### src/rtl/sar_result_reader.sv
// Captures SAR conversion results on the rising edge of EOC, buffers them in a
// first-word-fall-through FIFO and streams them out; also gates the SAR controller reset.
module sar_result_reader #(
  parameter int DEPTH         = 4,
  parameter int STALL_ON_FULL = 1,
  parameter int CNT_W         = 16
) (
  input  logic                     CLK,
  input  logic                     RSTN,
  input  logic                     ENABLE,
  input  logic                     EOC,
  input  logic [0:9]               DIN,
  output logic                     ADC_RST,
  output logic [9:0]               M_DATA,
  output logic                     M_VALID,
  input  logic                     M_READY,
  output logic [$clog2(DEPTH):0]   LEVEL,
  output logic                     OVF,
  input  logic                     CLR_OVF,
  output logic [CNT_W-1:0]         SAMPLE_CNT
);

  localparam int   PW    = $clog2(DEPTH);
  localparam int   LW    = PW + 1;
  localparam logic STALL = (STALL_ON_FULL != 0);

  logic          eoc_q;
  logic          cap_pend;
  logic          rise;
  logic [9:0]    wdata;
  logic [9:0]    mem [DEPTH];
  logic [PW-1:0] rd_ptr;
  logic [PW-1:0] wr_ptr;
  logic [LW-1:0] level;
  logic [LW-1:0] level_next;
  logic [9:0]    head;
  logic [9:0]    head_next;
  logic          push;
  logic          pop;
  logic          full;
  logic          full_next;
  logic          push_ok;
  logic          drop;

  assign rise = EOC & ~eoc_q & ENABLE;
  assign push = cap_pend;

  // Stream handshake: a result transfers on every clock edge where M_VALID and
  // M_READY are both high; M_VALID never depends on M_READY.
  assign pop       = M_VALID & M_READY;
  assign full      = (level == LW'(DEPTH));
  assign push_ok   = push & (~full | pop);
  assign drop      = push & full & ~pop;
  assign level_next = level + LW'(push_ok) - LW'(pop);
  assign full_next = (level_next == LW'(DEPTH));

  assign M_VALID = (level != '0);
  assign M_DATA  = head;
  assign LEVEL   = level;

  always_comb begin
    wdata = '0;
    for (int i = 0; i < 10; i++) begin
      wdata[9-i] = DIN[i];
    end
  end

  // Head register tracks the entry that will be at the read pointer after this edge.
  always_comb begin
    head_next = head;
    if (pop) begin
      if (level > LW'(1)) begin
        head_next = mem[rd_ptr + PW'(1)];
      end else if (push_ok) begin
        head_next = wdata;
      end
    end else if ((level == '0) && push_ok) begin
      head_next = wdata;
    end
  end

  always_ff @(posedge CLK) begin
    if (push_ok) begin
      mem[wr_ptr] <= wdata;
    end
  end

  always_ff @(posedge CLK or negedge RSTN) begin
    if (!RSTN) begin
      eoc_q      <= 1'b0;
      cap_pend   <= 1'b0;
      rd_ptr     <= '0;
      wr_ptr     <= '0;
      level      <= '0;
      head       <= '0;
      OVF        <= 1'b0;
      SAMPLE_CNT <= '0;
      ADC_RST    <= 1'b1;
    end else begin
      eoc_q    <= EOC;
      // A persistent EOC cannot re-trigger, so the capture always lands one edge after the rise.
      cap_pend <= rise;
      level    <= level_next;
      head     <= head_next;
      if (push_ok) begin
        wr_ptr     <= wr_ptr + PW'(1);
        SAMPLE_CNT <= SAMPLE_CNT + CNT_W'(1);
      end
      if (pop) begin
        rd_ptr <= rd_ptr + PW'(1);
      end
      if (drop) begin
        OVF <= 1'b1;
      end else if (CLR_OVF) begin
        OVF <= 1'b0;
      end
      ADC_RST <= ~ENABLE | (STALL & full_next);
    end
  end

endmodule

### config.mk
export PLATFORM = sky130hd
export DESIGN_NAME = sar_result_reader
export DESIGN_NICKNAME = d
export VERILOG_FILES = /design/src/rtl/sar_result_reader.sv
export SDC_FILE = /design/constraint.sdc
export NUM_CORES = 1
export LEC_CHECK = 0
export ABC_CLOCK_PERIOD_IN_PS = 2200
export BUFFER_PORTS_ARGS = -buffer_cell sky130_fd_sc_hd__buf_2
export CAP_MARGIN = 20
export CORE_MARGIN = 2
export CORE_UTILIZATION = 51
export DETAILED_ROUTE_END_ITERATION = 12
export PLACE_DENSITY = 0.74
export SYNTH_ARGS = -nofsm -noshare
export SYNTH_HDL_FRONTEND = slang
export SYNTH_SLANG_ARGS = --single-unit
### constraint.sdc
create_clock -name CLK -period 2.2 [get_ports CLK]
set_clock_uncertainty 0.15 [all_clocks]
set_input_delay 0.11 -clock CLK [delete_from_list [all_inputs] [get_ports CLK]]
set_output_delay 0.11 -clock CLK [all_outputs]
set_load 0.02 [all_outputs]
==> results_dict.tcl <==
set metrics [dict create \
    fin_crit_sh_pct 101 \
    yosys.area.top_type "edfxtp_1" \
    drv_slew 0 \
    power_frac_comb_pct 35.8 \
    io_buffers 47 \
    wire_per_inst_um 15.9 \
    grt_max_degree 38 \
    path_clk_slew_ns 0.09 \
    synth_top_family_by_area "multiplexers" \
    grt_pass1_vias 2055 \
    hold_class "input port to flip-flop" \
    setup_tns_ns -0.0247 \
    worstMarginPinSlew_ns 0.497 \
    antenna_found_initial 0 \
    ys_seq_area_share_pct 65.4 \
    seq_power_share_pct 40.5 \
    cts_tree "built" \
    yosysTopAreaCellShare_pct 36.9 \
    postSynthAreaPerCell_um2 16.3 \
    ant_nets 0 \
    max_freq_ghz 0.450 \
    place_congestion 0.775 \
    cts_buffers 9 \
    cp_top_family "adder cells" \
    synthMostInstantiatedCell "edfxtp_1" \
    crit_fanout 3 \
    synth_fa_ha_area_share_pct 4.08 \
    synth-seq-cells 77 \
    yosys_warnings 0 \
    synth_area_leaders "edfxtp_1, dfrtp_1, mux2_2" \
    path_cells "nor4b_4 -> nor2_4 -> inv_4 -> ha_4 -> inv_2 -> ha_4 -> inv_2 -> fa_2 -> nand3b_1 -> nand2_1" \
    arrival_ns 2.37 \
    io_pins 48 \
    violations "setup timing" \
    syn_nets 225 \
    synth_ff_type "edfxtp_1" \
    start_util_pct 52.1 \
    rsz0062_at_grt "yes" \
    gr-total-overflow 0 \
    p_sw_mw 1.61 \
    finalCriticalPeriod_ns 2.22 \
    coreArea_um2 6240 \
    path_class "flip-flop to flip-flop" \
    dp.cells 340 \
    power_frac_clock_pct 23.8 \
    placed_area_um2 3770 \
    htree_levels 3 \
    hpwl_um 4000 \
    drt_first_iter_violations 74 \
    rows 29 \
    switching_share_pct 32.6 \
    slew_headroom_pct 66.9 \
    fin_area_um2 4160 \
    clk_path_buf_depth 2 \
    intPower_mw 3.33 \
    die-area_um2 7030 \
    hold_viol_final 0 \
    fp.dieH_um 83.9 \
    drc 0 \
    wl_um 5900 \
    synth_mux_area_share_pct 14.0 \
    status "complete, but fails checks" \
    synth-xor-area-share_pct 5.12 \
    maxCapViolations 0 \
    p_leak_nw 1.65 \
    ys_top_cells_by_count "edfxtp_1, dfrtp_1, mux2_2, nand2_1, inv_1" \
    first_pass_iters 4 \
    cp_num_buf_inv 3 \
    endpoint_kind "flip-flop" \
    die_w_um 83.9 \
    pre_cts_ws_ns -0.0633 \
    power_density_nw_per_um2 1190 \
    area_growth_pct 27.8 \
    cp-start-kind "flip-flop" \
    crit_required_ns 2.34 \
    synth-compound-area-share_pct 1.46 \
    drive_gt1_share_pct 43.5 \
    final_util_pct 66.6 \
    critPathSlowestCell "fa_2" \
    setup_ws_ns -0.0247 \
    ys_types 32 \
    finalSetupViolations 1 \
    layout.nets 315 \
    synth_area_um2 3250 \
    diodes 0 \
    cts_num_sinks 77 \
    syn-instance-count 199 \
    via_per_inst 5.16 \
    grt_first_pass_wirelength_um 10100 \
    max_stage_delay_ns 0.53 \
    cts_root_buf "clkbuf_8" \
    synthArstFlopShare_pct 48.1 \
    irDropWorstVdd_uv 776 \
    grt_use_total_pct 18.7 \
    synth-simple-area-share_pct 8.12 \
    finalNonFillerCells 371 \
    synth_edf_count 40 \
    vias 1913 \
    clk_latency_ns 0.34 \
]
==> cell families after synthesis <==
group                      count (synthesis)
muxes                                     30
AOI/OAI and AO/OA                          4
buffers and inverters                     14
xor gates and xnor gates                  19
adders and majority gates                 10
DFF                                       77
and+or+nand+nor                           45
==> metrics by stage <==
stage	total power, mW	hold WS [ns]
5_1_grt	5.24	0.0376
6_report	4.94	0.0200
3_5_place_dp	3.74	0.0480
2_1_floorplan	3.11	-0.336
4_1_cts	4.96	0.00927
3_3_place_gp	3.69	0.0427
==> flip-flops by register name (all words and copies together), names as in the netlist, 2 cells and up <==
register    count
LEVEL           3
M_DATA         10
SAMPLE_CNT     16
mem            40
rd_ptr          2
wr_ptr          2
==> layer usage <==
layer / part of all wire (%) / track usage, %
met1: 44 / 24.9
met2: 52 / 31.2
met3: 3.1 / 3.46
met4: 1.2 / 6.60
met5: 0 / 0
==> cell type report <==
type,count,area (um2)
well taps,77,96.3
clock inverters,7,97.6
multi-input cells,108,1100
flip-flops and latches,77,2130
inverters,12,47.5
clock buffers,9,124
fillers,482,2080
repair buffers,81,563
==> worst reg2reg max path, stage by stage (launching register included) <==
cell and delay (ns):
dfrtp_2 0.45, nor4b_4 0.35, nor2_4 0.07, inv_4 0.07, ha_4 0.19, inv_2 0.06
ha_4 0.12, inv_2 0.03, fa_2 0.53, nand3b_1 0.08, nand2_1 0.06
==> power by group through the flow <==
| stage | logic, mW | registers [mW] | clock network (mW) |
|---|---|---|---|
| after CTS | 1.76 | 2.01 | 1.20 |
| final | 1.77 | 2.00 | 1.17 |
| after global placement | 1.66 | 2.02 | 0 |
| after detailed placement | 1.70 | 2.04 | 0 |
| after global routing | 1.92 | 2.05 | 1.27 |
| after floorplan | 0.870 | 2.24 | 0 |
==> final timing paths <==
kind | from | end | slack (ns) | cells past startpoint
max in group asynchronous | RSTN | LEVEL[1] | 1.34 | 3
worst min register to register | SAMPLE_CNT[15] | SAMPLE_CNT[15] | 0.32 | 1
worst max-delay path | LEVEL[0] | ADC_RST | -0.02 | 10
worst min-delay path | M_READY | rd_ptr[0] | 0.02 | 4
min in group asynchronous | RSTN | eoc_q | 0.19 | 3
worst max register to register | LEVEL[0] | ADC_RST | -0.02 | 10
==> cell usage in the layout, fill, tap and decap left out, types with 2 or more instances in the layout <==
| master | instances |
|---|---|
| mux4_2 | 9 |
| dfrtp_1 | 34 |
| buf_2 | 47 |
| nand3_1 | 4 |
| o21ai_0 | 2 |
| buf_4 | 17 |
| and2_1 | 4 |
| ha_4 | 2 |
| and4_1 | 2 |
| dlygate4sd3_1 | 14 |
| nand4_1 | 3 |
| xor2_1 | 9 |
| edfxtp_1 | 40 |
| nand2_1 | 15 |
| and3_1 | 2 |
| inv_1 | 8 |
| dfrtp_2 | 2 |
| ha_1 | 7 |
| clkbuf_8 | 9 |
| bufinv_16 | 2 |
| xnor2_1 | 9 |
| nor2_1 | 2 |
| clkinvlp_4 | 2 |
| buf_12 | 3 |
| inv_2 | 3 |
| mux2_2 | 20 |
| nor4_1 | 6 |
==> repair_timing <==
| item | 4_1_cts | 5_1_grt |
|---|---|---|
| endpoints found under the setup margin | 2 | 2 |
| hold buffers | 14 | 0 |
| pin swaps | 2 | 0 |
| hold endpoints to repair | 80 | 0 |
| gates resized for setup | 1 | 5 |
| buffers inserted | 1 | 0 |
Power figures use the tool's default switching activity.
